## config.mk

```make
export PLATFORM = sky130hd
export DESIGN_NAME = qpu_mcu_measure_collect_flat
export DESIGN_NICKNAME = d
export VERILOG_FILES = /design/src/rtl/qpu_mcu_measure_collect_if.sv /design/src/rtl/qpu_mcu_measure_collect.sv /design/src/flat_wrapper.sv
export SDC_FILE = /design/constraint.sdc
export NUM_CORES = 1
export LEC_CHECK = 0
export ABC_AREA = 1
export CORE_ASPECT_RATIO = 0.5
export CORE_MARGIN = 3
export CORE_UTILIZATION = 45
export CTS_CLUSTER_DIAMETER = 120
export DETAILED_ROUTE_END_ITERATION = 10
export PLACE_DENSITY_LB_ADDON = 0.08
export SYNTH_ARGS = -nofsm -noshare
export SYNTH_HDL_FRONTEND = slang
export SYNTH_SLANG_ARGS = --single-unit
```

## constraint.sdc

```tcl
create_clock -name clk -period 3.1 [get_ports clk]
set_input_delay 0.465 -clock clk [delete_from_list [all_inputs] [get_ports clk]]
set_output_delay 0.465 -clock clk [all_outputs]
set_load 0.02 [all_outputs]
```

## src/rtl/qpu_mcu_measure_collect_if.sv

```systemverilog
// Bus bundle for the measurement collector: issue handshake, discriminator
// strobes, regfile write-back and status.
interface qpu_mcu_measure_collect_if #(
   parameter int QUBIT_NUM  = 12,
   parameter int FIFO_DEPTH = 4
);
   localparam int CNT_W = $clog2(FIFO_DEPTH) + 1;

   logic                 meas_issue_valid;
   logic                 meas_issue_ready;
   logic [QUBIT_NUM-1:0] meas_issue_list;
   logic [QUBIT_NUM-1:0] ro_result_valid;
   logic [QUBIT_NUM-1:0] ro_result_data;
   logic                 mcu_measure_o_wen;
   logic [QUBIT_NUM-1:0] mcu_measure_o_data;
   logic [QUBIT_NUM-1:0] mcu_measure_o_list;
   logic                 timeout_err;
   logic                 stray_err;
   logic [CNT_W-1:0]     pending_cnt;

   modport master (
      output meas_issue_valid,
      output meas_issue_list,
      output ro_result_valid,
      output ro_result_data,
      input  meas_issue_ready,
      input  mcu_measure_o_wen,
      input  mcu_measure_o_data,
      input  mcu_measure_o_list,
      input  timeout_err,
      input  stray_err,
      input  pending_cnt
   );

   modport slave (
      input  meas_issue_valid,
      input  meas_issue_list,
      input  ro_result_valid,
      input  ro_result_data,
      output meas_issue_ready,
      output mcu_measure_o_wen,
      output mcu_measure_o_data,
      output mcu_measure_o_list,
      output timeout_err,
      output stray_err,
      output pending_cnt
   );
endinterface

```

## src/rtl/qpu_mcu_measure_collect.sv

```systemverilog
// Collects per-qubit readout results for in-order measurement lists and
// retires each list to the regfile on completion or timeout.
module qpu_mcu_measure_collect #(
   parameter int QUBIT_NUM   = 12,
   parameter int FIFO_DEPTH  = 4,
   parameter int TIMEOUT_CYC = 1023
) (
   input  logic                    clk,
   input  logic                    rst,
   qpu_mcu_measure_collect_if.slave bus
);
   localparam int PTR_W = (FIFO_DEPTH > 1) ? $clog2(FIFO_DEPTH) : 1;
   localparam int CNT_W = $clog2(FIFO_DEPTH) + 1;

   localparam logic [0:0] IDLE    = 1'b0;
   localparam logic [0:0] COLLECT = 1'b1;

   localparam logic [CNT_W-1:0] DEPTH_CNT    = CNT_W'(FIFO_DEPTH);
   localparam logic [PTR_W-1:0] LAST_PTR     = PTR_W'(FIFO_DEPTH - 1);
   localparam logic [15:0]      TIMEOUT_LAST = 16'(TIMEOUT_CYC - 1);

   logic [QUBIT_NUM-1:0] fifo_mem [FIFO_DEPTH];
   logic [PTR_W-1:0]     wr_ptr;
   logic [PTR_W-1:0]     rd_ptr;
   logic [PTR_W-1:0]     wr_ptr_next;
   logic [PTR_W-1:0]     rd_ptr_next;
   logic [CNT_W-1:0]     count;
   logic [CNT_W-1:0]     count_next;
   logic [0:0]           state;
   logic                 ready_en;

   logic [QUBIT_NUM-1:0] got;
   logic [QUBIT_NUM-1:0] data;
   logic [15:0]          age;

   logic [QUBIT_NUM-1:0] head_list;
   logic [QUBIT_NUM-1:0] capture;
   logic [QUBIT_NUM-1:0] stray_mask;
   logic [QUBIT_NUM-1:0] got_next;
   logic [QUBIT_NUM-1:0] data_next;
   logic                 collecting;
   logic                 push;
   logic                 complete;
   logic                 expired;
   logic                 pop;

   logic                 wen_q;
   logic                 timeout_q;
   logic                 stray_q;
   logic [QUBIT_NUM-1:0] out_data_q;
   logic [QUBIT_NUM-1:0] out_list_q;

   // Ready comes from registered occupancy only; ready_en keeps it low during
   // reset and for the first cycle afterwards.
   assign bus.meas_issue_ready   = ready_en && (count < DEPTH_CNT);
   assign bus.pending_cnt        = count;
   assign bus.mcu_measure_o_wen  = wen_q;
   assign bus.mcu_measure_o_data = out_data_q;
   assign bus.mcu_measure_o_list = out_list_q;
   assign bus.timeout_err        = timeout_q;
   assign bus.stray_err          = stray_q;

   // A strobe is consumed only when it belongs to the head list and has not
   // been seen yet; everything else is stray. Completion includes this cycle's captures.
   always_comb begin
      head_list   = fifo_mem[rd_ptr];
      collecting  = (state == COLLECT);
      push        = bus.meas_issue_valid && bus.meas_issue_ready && (|bus.meas_issue_list);
      capture     = collecting ? (bus.ro_result_valid & head_list & ~got) : '0;
      stray_mask  = bus.ro_result_valid & ~capture;
      got_next    = got | capture;
      data_next   = data | (bus.ro_result_data & capture);
      complete    = collecting && (got_next == head_list);
      expired     = collecting && !complete && (age == TIMEOUT_LAST);
      pop         = complete || expired;
      wr_ptr_next = (wr_ptr == LAST_PTR) ? '0 : wr_ptr + 1'b1;
      rd_ptr_next = (rd_ptr == LAST_PTR) ? '0 : rd_ptr + 1'b1;
      count_next  = count + {{(CNT_W-1){1'b0}}, push} - {{(CNT_W-1){1'b0}}, pop};
   end

   // List storage needs no reset: occupancy and pointers define validity.
   always_ff @(posedge clk) begin
      if (!rst && push) begin
         fifo_mem[wr_ptr] <= bus.meas_issue_list;
      end
   end

   always_ff @(posedge clk) begin
      if (rst) begin
         wr_ptr   <= '0;
         rd_ptr   <= '0;
         count    <= '0;
         state    <= IDLE;
         ready_en <= 1'b0;
      end else begin
         ready_en <= 1'b1;
         count    <= count_next;
         state    <= (count_next != '0) ? COLLECT : IDLE;
         if (push) begin
            wr_ptr <= wr_ptr_next;
         end
         if (pop) begin
            rd_ptr <= rd_ptr_next;
         end
      end
   end

   // Each head gets exactly TIMEOUT_CYC collect cycles; retiring clears the
   // per-list state so the next head starts clean on the following cycle.
   always_ff @(posedge clk) begin
      if (rst) begin
         got  <= '0;
         data <= '0;
         age  <= '0;
      end else if (!collecting || pop) begin
         got  <= '0;
         data <= '0;
         age  <= '0;
      end else begin
         got  <= got_next;
         data <= data_next;
         age  <= age + 16'd1;
      end
   end

   always_ff @(posedge clk) begin
      if (rst) begin
         wen_q      <= 1'b0;
         timeout_q  <= 1'b0;
         stray_q    <= 1'b0;
         out_data_q <= '0;
         out_list_q <= '0;
      end else begin
         wen_q     <= pop;
         timeout_q <= expired;
         stray_q   <= |stray_mask;
         if (pop) begin
            out_data_q <= data_next;
            out_list_q <= head_list;
         end
      end
   end
endmodule

```

## src/flat_wrapper.sv

```systemverilog
// flat-port wrapper written by rule: the top's interface ports become plain ports
module qpu_mcu_measure_collect_flat 
#(
   parameter int QUBIT_NUM   = 12,
   parameter int FIFO_DEPTH  = 4,
   parameter int TIMEOUT_CYC = 1023
)
  (clk, rst, bus_meas_issue_valid, bus_meas_issue_list, bus_ro_result_valid, bus_ro_result_data, bus_meas_issue_ready, bus_mcu_measure_o_wen, bus_mcu_measure_o_data, bus_mcu_measure_o_list, bus_timeout_err, bus_stray_err, bus_pending_cnt);
  qpu_mcu_measure_collect_if #(.QUBIT_NUM(QUBIT_NUM), .FIFO_DEPTH(FIFO_DEPTH)) bus_i ();
  input  logic clk;
  input  logic rst;
  input wire logic [$bits(bus_i.meas_issue_valid)-1:0] bus_meas_issue_valid;
  input wire logic [$bits(bus_i.meas_issue_list)-1:0] bus_meas_issue_list;
  input wire logic [$bits(bus_i.ro_result_valid)-1:0] bus_ro_result_valid;
  input wire logic [$bits(bus_i.ro_result_data)-1:0] bus_ro_result_data;
  output wire logic [$bits(bus_i.meas_issue_ready)-1:0] bus_meas_issue_ready;
  output wire logic [$bits(bus_i.mcu_measure_o_wen)-1:0] bus_mcu_measure_o_wen;
  output wire logic [$bits(bus_i.mcu_measure_o_data)-1:0] bus_mcu_measure_o_data;
  output wire logic [$bits(bus_i.mcu_measure_o_list)-1:0] bus_mcu_measure_o_list;
  output wire logic [$bits(bus_i.timeout_err)-1:0] bus_timeout_err;
  output wire logic [$bits(bus_i.stray_err)-1:0] bus_stray_err;
  output wire logic [$bits(bus_i.pending_cnt)-1:0] bus_pending_cnt;
  assign bus_i.meas_issue_valid = bus_meas_issue_valid;
  assign bus_i.meas_issue_list = bus_meas_issue_list;
  assign bus_i.ro_result_valid = bus_ro_result_valid;
  assign bus_i.ro_result_data = bus_ro_result_data;
  assign bus_meas_issue_ready = bus_i.meas_issue_ready;
  assign bus_mcu_measure_o_wen = bus_i.mcu_measure_o_wen;
  assign bus_mcu_measure_o_data = bus_i.mcu_measure_o_data;
  assign bus_mcu_measure_o_list = bus_i.mcu_measure_o_list;
  assign bus_timeout_err = bus_i.timeout_err;
  assign bus_stray_err = bus_i.stray_err;
  assign bus_pending_cnt = bus_i.pending_cnt;
  qpu_mcu_measure_collect #(.QUBIT_NUM(QUBIT_NUM), .FIFO_DEPTH(FIFO_DEPTH), .TIMEOUT_CYC(TIMEOUT_CYC)) u_core (.clk(clk), .rst(rst), .bus(bus_i));
endmodule
```

==> run_results.csv, run 1 <==
group,metric,value,unit
setup_path,cp_common_cell,"nand2_1",
finish,fin_cells,890,
synthesis,synth_seq_area_share,54.92,%
placed_design,pre_cts_ws,111.4,ps
setup_path,path_cells,"buf_12, inv_8, nand2_1, nand3_1, nand2_1, nand2_1, nand2_1, nor2_1, nand2_1, nor2_4, nand3_4, nand2_4, ha_1, inv_1, ha_1, fa_1, o31ai_1, inv_1",
detailed_routing,drc,0,
clocking,cts-htree-levels,4,
synthesis,synth_cells,636,
global_route,grt_max_degree,44,
placed_design,placedCellCount,857,
clocking,cts-root-buf,"clkbuf_16",
power_and_ir_drop,p_total,3.942,mW
finish,n_antenna_cell,0,
global_route,grt_overflow,0,
setup_path,crit_family,"simple AND/OR/NAND/NOR gates",
clocking,clock_latency,410,ps
sta,rsz0062_at_grt,"no",
detailed_routing,drt_iter0_markers,313,
sta,worst_pin_slew,1077,ps
run_status,outcome,"complete, no violations",
global_route,track_usage,20.41,%
setup_path,cp_num_buf_inv,4,
synthesis,synth_edf_count,48,
placed_design,place_congestion,0.8234,
sta,slew_headroom,27.93,%
clocking,cts_tree,"built",
setup_path,worstSetupEndpointType,"flop",
finish,multiInputGateArea,0.002012,mm2
floorplanning,die_x,161.9,um
power_and_ir_drop,leakagePower,2.773,nW
detailed_routing,vias,4362,
floorplanning,pin_count,70,
placed_design,dp_hpwl,9.555,mm
finish,register_area,0.003003,mm2
synthesis,ys_types,37,
finish,fillerInstances,1020,
sta,clock_skew,12.34,ps
clocking,clock_sinks,126,
sta,fmax,0.3513,GHz
flow_run,maxCapViolations,0,
global_route,antenna_found_initial,0,
synthesis,avgSynthCellArea,8.597,um2
synthesis,syn-num-nets,685,
detailed_routing,ant_nets,0,
floorplanning,die_h,83.95,um
global_route,grt_pass1_vias,3968,
sta,setup_slack,253.8,ps
finish,synthToLayoutAreaGrowth,26.29,%
detailed_routing,wl,13.41,mm
clocking,cts_buffers,17,
setup_path,slowest_stage,"fa_1",
setup_path,arrival,3140,ps
finish,final_nets,768,
sta,setup_tns,0,ps
setup_path,crit_type,"flop to flop",
setup_path,max_stage_delay,420,ps
placed_design,numPortBuffers,69,
synthesis,async_flop_share,0,%
sta,period_share,91.81,%
setup_path,worstPathMaxFanout,25,
power_and_ir_drop,ir_worst_vdd,284.9,uV
clocking,clk_pin_slew,50,ps
floorplanning,start_util,47.89,%
setup_path,startpoint_type,"flop",
synthesis,synth_area,0.005468,mm2
detailed_routing,wl_per_cell,15.07,um
sta,finalSetupViolations,0,
global_route,grt_pass1_wl,21.23,mm
synthesis,synth.ff_latch_count,126,
clocking,hold_buffers,0,
finish,layout-drive-gt1-share,9.576,%
worst_hold_path,hold_path.class,"flop to flop",
clocking,cts_max_path_buffers,2,
sta,hold_violations,0,
floorplanning,core,0.01142,mm2
detailed_routing,viasPerCell,4.901,
synthesis,ys_warn_count,0,
floorplanning,die_area,0.01359,mm2
floorplanning,rows,27,
detailed_routing,dr.pass1.iters,5,
synthesis,ys.flop_type,"dfxtp_1",
setup_path,cp.required,3390,ps
power_and_ir_drop,powerDensity,570.9,mW/mm2
sta,drv_slew,0,
sta,period_minus_slack,2846,ps
## layer usage
layer,GRT usage (%),part of all wire [%]
met1,31.94,53
met2,26.76,38
met3,5.699,7.3
met4,6.037,1.3
met5,0,0
## report_power, final
part,switching (mW),internal (mW)
registers,0.0129,1.74
logic,0.153,0.108
clock network,0.694,1.23
total,0.860,3.08
## final timing paths
kind	cells past startpoint	end	slack [ps]	start
setup / recovery	18	u_core.collecting	250	flop
hold / removal	2	u_core.data[11]	460	u_core.data[11]
setup reg to reg	18	u_core.collecting	250	flop
hold reg to reg	2	u_core.data[11]	460	u_core.data[11]
## area by class of cell
cell class / instances / area share [%]
clock buffers: 26 / 7.538
clock inverters: 5 / 0.7791
inverters: 74 / 4.186
multi-input cells: 416 / 29.14
flip-flops and latches: 126 / 43.49
well taps: 159 / 2.881
repair buffers: 84 / 11.99
## registers in the layout, summed over array words and instances, names as in the netlist, 3 cells and up, named ones only
signal,count
u_core.got,12
u_core.bus.pending_cnt,3
u_core.data,12
u_core.fifo_mem,48
u_core.age,16
u_core.bus.mcu_measure_o_list,12
u_core.bus.mcu_measure_o_data,12
## placed cells by master (no fill, tap or decap), types with 4 or more instances in the layout
cell type / synthesis / routed
o21ai_1: 4 / 4
clkbuf_1: 3 / 4
inv_1: 70 / 69
nand3_1: 24 / 24
nand2_1: 172 / 171
nor2_1: 96 / 96
clkbuf_8: 0 / 4
edfxtp_1: 48 / 48
nor4_1: 6 / 6
nor3_1: 8 / 8
xor2_1: 7 / 7
clkbuf_16: 0 / 18
buf_4: 6 / 13
nand4_1: 18 / 18
nand2_2: 4 / 5
dfxtp_1: 78 / 78
a21oi_1: 33 / 33
nand3_2: 13 / 13
ha_1: 9 / 9
or3_1: 7 / 7
clkdlybuf4s50_1: 0 / 69
## worst min-delay path, stage by stage (launching register included)
cell     delay [ps]
dfxtp_1         300
a21oi_1          40
nor2_1           80
## kinds of logic after synthesis
kind of cell	synth area share (%)
flip-flops	54.92
AND/OR/NAND/NOR	28.90
buffers and inverters	8.329
adder cells (fa/ha/maj)	2.426
AO/OA/AOI/OAI	3.982
XOR/XNOR	1.442
## synth_stat cells, drive strengths merged, types with 2 or more instances
| cell | instances | area (um2) |
|---|---|---|
| nand2 | 177 | 681.9 |
| nor2 | 98 | 377.9 |
| dfxtp | 78 | 1562 |
| inv | 73 | 281.5 |
| edfxtp | 48 | 1441 |
| nand3 | 38 | 267.8 |
| a21oi | 33 | 165.2 |
| nand4 | 18 | 112.6 |
| buf | 17 | 158.9 |
| ha | 9 | 112.6 |
| nor3 | 8 | 40.04 |
| or3 | 7 | 43.79 |
| xor2 | 7 | 61.31 |
| nor4 | 6 | 37.54 |
| o21ai | 6 | 30.03 |
| clkbuf | 3 | 11.26 |
| or2 | 2 | 12.51 |
| xnor2 | 2 | 17.52 |
## repair_timing
item | CTS | global route
gates resized for setup | 0 | 2
endpoints found under the setup margin | 0 | 2
buffers inserted | 0 | 2
## through the flow
step / utilization (%) / instance area, um2 / hold WS, ps
2_1_floorplan: - / 5468 / 438.9
3_3_place_gp: 55.15 / 6297 / 446.1
3_5_place_dp: 55.15 / 6297 / 457.7
4_1_cts: 60.18 / 6872 / 468.7
5_1_grt: 60.48 / 6905 / 496.5
6_report: 60.48 / 6905 / 464.6
No activity file was read; power rests on OpenSTA's default activity.
==> inputs of run 2 (changes only) <==
Settings changed: CTS_CLUSTER_SIZE from default to 20.
==> results of run 2 <==
Final layout, timing and power as in run 1 (identical DEF).
==> inputs of run 3 (changes only) <==
Settings changed: CTS_BUF_LIST from default to sky130_fd_sc_hd__clkbuf_16.
==> run 3 against run 2 <==
Utilization shrank 0.35 points. First-iteration DRC count grew 6.7%. Combinational power is essentially flat. Design area shrank 0.58%. Worst setup slack lost 12 ps. Power shrank 3.0%. Maximum frequency shrank 0.43%. Global-route usage shrank 0.094 points.
==> run_results.csv, run 3 (synthesis gave the netlist of run 1 again) <==
group,metric,value,unit
setup_path,reg2reg_depth,18,
placed_design,pre_cts_ws,111.4,ps
global_route,grt_max_degree,44,
floorplanning,core,0.01142,mm2
clocking,cts_max_path_buffers,2,
clocking,clock_latency,410,ps
setup_path,cp_num_buf_inv,4,
finish,register_area,0.003003,mm2
finish,n_antenna_cell,0,
detailed_routing,drc,0,
floorplanning,die_x,161.9,um
placed_design,place_congestion,0.8234,
clocking,cts-root-buf,"clkbuf_16",
setup_path,crit_type,"flop to flop",
setup_path,crit_family,"simple AND/OR/NAND/NOR gates",
sta,slew_headroom,27.93,%
power_and_ir_drop,p_total,3.823,mW
floorplanning,rows,27,
finish,final_nets,768,
detailed_routing,wl_per_cell,15.16,um
power_and_ir_drop,powerDensity,556.9,mW/mm2
finish,largest_reg_flops,48,
setup_path,max_stage_delay,420,ps
detailed_routing,viasPerCell,4.912,
worst_hold_path,min_to,"u_core.data[11]",
clocking,cts_tree,"built",
setup_path,reg2reg_setup_slack,240,ps
power_and_ir_drop,ir_worst_vdd,310.5,uV
finish,multiInputGateArea,0.002012,mm2
finish,fillerInstances,1033,
detailed_routing,dr.pass1.iters,4,
sta,fmax,0.3498,GHz
setup_path,path_cells,"buf_12, inv_8, nand2_1, nand3_2, nand2_1, nand2_1, nand2_1, nor2_1, nand2_1, nor2_4, nand3_4, nand2_4, ha_1, inv_1, ha_1, fa_1, o31ai_1, inv_1",
global_route,grt_overflow,0,
finish,fin_cells,890,
detailed_routing,drt_iter0_markers,334,
sta,rsz0062_at_grt,"no",
sta,clock_skew,13.13,ps
finish,utilization,60.12,%
clocking,cts_buffers,17,
sta,period_share,92.21,%
setup_path,cp_common_cell,"nand2_1",
global_route,antenna_found_initial,0,
worst_hold_path,hold_path.class,"flop to flop",
power_and_ir_drop,leakagePower,2.770,nW
finish,layout_commonest_cell,"nand2_1",
setup_path,arrival,3150,ps
setup_path,slowest_stage,"fa_1",
flow_run,maxCapViolations,0,
clocking,cts-htree-levels,4,
worst_hold_path,min_from,"u_core.data[11]",
run_status,outcome,"complete, no violations",
finish,top_register,"u_core.fifo_mem",
sta,hold_violations,0,
setup_path,worstPathMaxFanout,25,
floorplanning,start_util,47.89,%
sta,period_minus_slack,2858,ps
sta,setup_slack,241.6,ps
global_route,use_met3,5.401,%
floorplanning,die_area,0.01359,mm2
global_route,grt_pass1_wl,21.19,mm
detailed_routing,ant_nets,0,
global_route,grt.busiest_layer,"met1",
sta,finalSetupViolations,0,
global_route,gr-usage-met1,31.98,%
clocking,hold_buffers,0,
clocking,clock_sinks,126,
global_route,track_usage,20.32,%
floorplanning,die_h,83.95,um
sta,worst_pin_slew,1077,ps
sta,whs,465.1,ps
placed_design,numPortBuffers,69,
finish,layout-drive-gt1-share,9.166,%
detailed_routing,vias,4372,
sta,setup_tns,0,ps
placed_design,dp_hpwl,9.555,mm
detailed_routing,wl,13.50,mm
setup_path,worstReg2RegEnd,"u_core.collecting",
finish,mostFrequentLayoutCells,"171 x nand2_1, 96 x nor2_1, 78 x dfxtp_1, 73 x inv_1, 69 x clkdlybuf4s50_1",
finish,top_regs,"u_core.fifo_mem x48, u_core.age x16",
setup_path,worstSetupEndpointType,"flop",
sta,drv_slew,0,
placed_design,dpl_cell_area,0.006297,mm2
floorplanning,pin_count,70,
setup_path,startpoint_type,"flop",
finish,finalInstanceArea,0.006865,mm2
clocking,clk_pin_slew,50,ps
worst_hold_path,whs_path_depth,2,
global_route,gr-usage-met2,26.61,%
finish,synthToLayoutAreaGrowth,25.56,%
placed_design,placedCellCount,857,
setup_path,cp.required,3390,ps
global_route,grt_pass1_vias,3966,
==> run 3: how the worst max path moves through the flow <==
stage	start	cells after the start	end
2_1_floorplan	flop	20	u_core.collecting
3_3_place_gp	bus_meas_issue_list[7]	8	u_core.fifo_mem[2][4]
3_5_place_dp	flop	18	u_core.collecting
4_1_cts	flop	18	u_core.collecting
5_1_grt	flop	18	u_core.collecting
6_report	flop	18	u_core.collecting
==> run 3: final cells by class <==
type,count,share of cell area [%]
sequential,126,43.74
multi-input combinational,416,29.31
timing repair buffer,84,12.06
clock buffer,18,6.561
inverter,74,4.210
tap,159,2.898
clock inverter,13,1.221
==> run 3: routing by layer <==
metal	up-vias	wire (um)
li1	2216	-
met1	2006	7166
met2	137	5203
met3	13	977
met4	0	148
met5	-	0
==> run 3: power by group <==
group	total, mW	internal (mW)	switching [mW]
registers	1.76	1.74	0.0128
logic	0.261	0.108	0.153
clock network	1.81	1.12	0.687
total	3.82	2.97	0.853
==> run 3: worst min-delay path, stage by stage, from the launching register on <==
cell and delay, ps:
dfxtp_1 300, a21oi_1 40, nor2_1 80
==> run 3: repair_timing <==
action	in CTS	in global routing
endpoints found under the setup margin	0	2
endpoints found under the hold margin	0	0
gates resized for setup	0	2
buffers inserted	0	2
==> RTL edit 1: new RTL, settings of run 1 <==
`QUBIT_NUM` is set to 12 in 3 places; all go to 11.
--- a/src/rtl/qpu_mcu_measure_collect_if.sv
+++ b/src/rtl/qpu_mcu_measure_collect_if.sv
@@ -3,3 +3,3 @@
 interface qpu_mcu_measure_collect_if #(
-   parameter int QUBIT_NUM  = 12,
+   parameter int QUBIT_NUM  = 11,
    parameter int FIFO_DEPTH = 4
--- a/src/rtl/qpu_mcu_measure_collect.sv
+++ b/src/rtl/qpu_mcu_measure_collect.sv
@@ -3,3 +3,3 @@
 module qpu_mcu_measure_collect #(
-   parameter int QUBIT_NUM   = 12,
+   parameter int QUBIT_NUM   = 11,
    parameter int FIFO_DEPTH  = 4,
--- a/src/flat_wrapper.sv
+++ b/src/flat_wrapper.sv
@@ -3,3 +3,3 @@
 #(
-   parameter int QUBIT_NUM   = 12,
+   parameter int QUBIT_NUM   = 11,
    parameter int FIFO_DEPTH  = 4,
Interface: changed (5 resized); port bits go from 70 to 65. No check against the original RTL was run, so the function may have changed too.
==> RTL edit 1 against run 1 <==
Sequential share of layout area decreased by 0.95 points. Sequential power decreased by 7%. Core utilization increased by 1.1 points. Count of clock-buffer cells in the layout decreased by 8. Synthesized area decreased by 5.2%. Critical path depth decreased by 1. Final area decreased by 4.5%. First-iteration DRC count decreased by 13%. Global-route usage decreased by 0.78 points. Total power decreased by 0.43%. Setup slack got worse by 0.040 ns. Routed wire length decreased by 9.4%. Sequential cell count decreased by 8. Critical path type unchanged. Largest power group unchanged.
==> RTL edit 1: results (changes against run 1) <==
.. list-table::
   :header-rows: 1

   * - Metric
     - Value
   * - Outcome
     - complete, no violations (unchanged)
   * - Vias in the first global route
     - 3762 (was 3968)
   * - Sequential fraction of the synthesis area
     - 0.541 (was 0.549)
   * - Global routing usage on met2
     - 0.294 (was 0.268)
   * - Number of different library cells in the post-synthesis netlist
     - 35 (was 37)
   * - Worst R2R Path Depth
     - 17 (was 18)
   * - Combined area of the multi-input logic cells
     - 0.00196 mm² (was 0.00201 mm²)
   * - Post-Synthesis Net Count
     - 636 (was 685)
   * - Largest vdd supply drop
     - 407 µV (was 285 µV)
   * - Average wire length per cell after detail routing
     - 14.8 µm (was 15.1 µm)
   * - Vias
     - 4129 (was 4362)
   * - Worst path arrival time
     - 3.18 ns (was 3.14 ns)
   * - Non-filler cells, final
     - 822 (was 890)
   * - Hold path startpoint
     - u_core.data[3] (was u_core.data[11])
   * - Clock-cell share of area
     - 0.0930 (was 0.0832)
   * - Tightest slew margin relative to the limit
     - 0.248 (was 0.279)
   * - Synth Area in Compound Gates
     - 0.0500 (was 0.0398)
   * - Detailed-routing wirelength on met1
     - 6140 µm (was 7180 µm)
   * - Layout multi-input combinational cell count
     - 382 (was 416)
   * - Top flop regs
     - u_core.fifo_mem x44, u_core.age x16 (was u_core.fifo_mem x48, u_core.age x16)
   * - Ranking of synthesized cells by instance count
     - 143 x sky130_fd_sc_hd__nand2_1, 74 x sky130_fd_sc_hd__dfxtp_1, 65 x sky130_fd_sc_hd__inv_1 (was 172 x sky130_fd_sc_hd__nand2_1, 96 x sky130_fd_sc_hd__nor2_1, 78 x sky130_fd_sc_hd__dfxtp_1)
   * - Total instance count after detailed placement
     - 787 (was 857)
   * - Placed Instance Area
     - 0.00594 mm² (was 0.00630 mm²)
   * - Number of enable flip-flop cells after synthesis
     - 44 (was 48)
   * - Synth Area in Adders
     - 0.0256 (was 0.0243)
   * - Routability Congestion
     - 0.866 (was 0.823)
   * - Mean post-synth cell area
     - 8.78 µm² (was 8.60 µm²)
   * - Count of buffers from port buffering
     - 64 (was 69)
   * - Worst min-delay path endpoint
     - u_core.data[3] (was u_core.data[11])
   * - Count of clock tree sinks
     - 118 (was 126)
   * - Layer carrying the most global-route usage
     - met2 (was met1)
   * - Wire length of the first global-routing pass
     - 19200 µm (was 21200 µm)
   * - Filler Cell Count
     - 916 (was 1020)
   * - Synthesized-area fraction occupied by xor and xnor cells
     - 0.0169 (was 0.0144)
   * - Number of nets in the layout
     - 715 (was 768)
   * - Total length of routed met3 wires
     - 855 µm (was 975 µm)
   * - NonClk Buf Share
     - 0.116 (was 0.120)
   * - Fin Clk Skew
     - 0.00684 ns (was 0.0123 ns)
   * - Met2 WL
     - 5100 µm (was 5090 µm)
   * - GR met1 Demand/Resource
     - 0.283 (was 0.319)
-- RTL edit 1: worst max path at each step --
stage | from | to | slack [ns] | depth (start not counted)
6_report | flip-flop | u_core.collecting | 0.21 | 17
5_1_grt | flip-flop | u_core.collecting | 0.008 | 17
4_1_cts | flip-flop | u_core.collecting | 0.19 | 18
3_5_place_dp | bus_ro_result_valid[2] | u_core.collecting | 0.16 | 15
3_3_place_gp | bus_ro_result_valid[2] | u_core.collecting | 0.17 | 15
2_1_floorplan | flip-flop | u_core.collecting | 0.34 | 18
-- RTL edit 1: power breakdown --
group	total, W	leakage, nW	switching [W]	internal (W)
Clock	0.00203	0.286	0.000699	0.00134
Sequential	0.00164	0.996	0.0000131	0.00163
Combinational	0.000246	1.41	0.000146	0.000101
Total	0.00393	2.70	0.000857	0.00307
-- RTL edit 1: repair_timing --
item	CTS	global route
buffers inserted	0	2
gates resized for setup	0	6
endpoints found under the setup margin	0	1
==> RTL edit 2: new RTL, config.mk and constraints of run 1 <==
Made on the original files. Reset style: asynchronous (`rst`), changed in 3 clocked blocks.
--- a/src/rtl/qpu_mcu_measure_collect.sv
+++ b/src/rtl/qpu_mcu_measure_collect.sv
@@ -87,3 +87,3 @@
 
-   always_ff @(posedge clk) begin
+   always_ff @(posedge clk or posedge rst) begin
       if (rst) begin
@@ -109,3 +109,3 @@
    // per-list state so the next head starts clean on the following cycle.
-   always_ff @(posedge clk) begin
+   always_ff @(posedge clk or posedge rst) begin
       if (rst) begin
@@ -125,3 +125,3 @@
 
-   always_ff @(posedge clk) begin
+   always_ff @(posedge clk or posedge rst) begin
       if (rst) begin
Formal check against the unedited RTL: differs if rst is asserted again (counterexample within 4 cycles, from zero or initial values and one cycle with rst high); with rst held inactive, the same outputs for 10 cycles.
==> RTL edit 2 against run 1 <==
The run now ends with negative setup slack left. Setup slack got worse by 0.42 ns. Synthesized area rose by 5.2%. Routed wire length up 10%. Die area increased by 4.9%. Synthesized cell count rose by 1.1%. Sequential cell count is 2 lower. Maximum frequency down 13%. Sequential share of layout area shrank 1.8 points. Worst hold slack improved by 0.025 ns. Final area is 16% higher. First-iteration DRC count rose by 33%.
Power is not compared: it rests on default switching activity, and its combinational part moved more than twofold at a synthesized area within 25%.
==> RTL edit 2: results (changes against run 1) <==
.. list-table::
   :header-rows: 1

   * - Metric
     - Value
   * - Number of ordinary inverters in the final layout
     - 98 (was 74)
   * - Total length of routed met3 wires
     - 908 µm (was 975 µm)
   * - Non-filler cells, final
     - 965 (was 890)
   * - Worst-case setup margin in the final layout
     - -0.167 ns (was 0.254 ns)
   * - GR met1 Demand/Resource
     - 0.298 (was 0.319)
   * - Via density per instance
     - 4.84 (was 4.90)
   * - Fin Clk Skew
     - 0.0120 ns (was 0.0123 ns)
   * - Number of nets in the layout
     - 836 (was 768)
   * - Total instance count after detailed placement
     - 920 (was 857)
   * - Placeable core area
     - 0.0122 mm² (was 0.0114 mm²)
   * - Worst hold slack after final layout
     - 0.489 ns (was 0.465 ns)
   * - Placed Instance Area
     - 0.00699 mm² (was 0.00630 mm²)
   * - Met2 WL
     - 6530 µm (was 5090 µm)
   * - Cell at the slowest stage of the critical path
     - sky130_fd_sc_hd__dfrtp_4 (was sky130_fd_sc_hd__fa_1)
   * - Number of setup violations in the final report
     - 1 (was 0)
   * - Detailed-routing wirelength on met1
     - 7160 µm (was 7180 µm)
   * - Post-Synthesis Net Count
     - 692 (was 685)
   * - NonClk Buf Share
     - 0.158 (was 0.120)
   * - Layout multi-input combinational cell count
     - 404 (was 416)
   * - Tightest slew margin relative to the limit
     - 0.206 (was 0.279)
   * - Cells after Synth
     - 643 (was 636)
   * - Critical path destination
     - u_core.collecting (unchanged)
   * - Grt met3 use
     - 0.0557 (was 0.0570)
   * - Wire length of the first global-routing pass
     - 22900 µm (was 21200 µm)
   * - Post-Route Setup TNS
     - -0.167 ns (was 0 ns)
   * - Count of clock tree sinks
     - 124 (was 126)
   * - Area contributors post-synth
     - sky130_fd_sc_hd__dfrtp_1 33%, sky130_fd_sc_hd__edfxtp_1 25%, sky130_fd_sc_hd__nand2_1 12% (was sky130_fd_sc_hd__dfxtp_1 29%, sky130_fd_sc_hd__edfxtp_1 26%, sky130_fd_sc_hd__nand2_1 12%)
   * - Filler Cell Count
     - 952 (was 1020)
   * - Share of final-layout standard cells stronger than drive strength 1
     - 0.215 (was 0.0958)
   * - Global routing usage on met2
     - 0.315 (was 0.268)
   * - Outcome
     - finished, violations left (was complete, no violations)
   * - Sequential fraction of the synthesis area
     - 0.581 (was 0.549)
   * - Violations in the final reports
     - negative setup slack
   * - Clock-cell share of area
     - 0.0788 (was 0.0832)
   * - Top fanout value on the critical path
     - 8 (was 25)
## RTL edit 2: cell count changes after synthesis, moves of 10 or more
cell / run 1 / this run
sky130_fd_sc_hd__dfxtp_1: 78 / 0
sky130_fd_sc_hd__nand2_1: 172 / 188
sky130_fd_sc_hd__dfrtp_1: 0 / 76
sky130_fd_sc_hd__inv_1: 70 / 91
sky130_fd_sc_hd__nand3_2: 13 / 3
sky130_fd_sc_hd__a21oi_1: 33 / 12
sky130_fd_sc_hd__nand3_1: 24 / 60
sky130_fd_sc_hd__nor2_1: 96 / 63
## RTL edit 2: cells by family (layout without fill, tap and decap cells)
kind of cell / Yosys count / in the layout / synth area share
simple gates: 352 / 352 / 0.261
flops: 124 / 124 / 0.581
buf+inv: 115 / 272 / 0.0876
compound gates: 28 / 28 / 0.0272
xor+xnor: 13 / 13 / 0.0198
fa+ha+maj: 10 / 10 / 0.0231
other cells: 1 / 1 / 0.000652
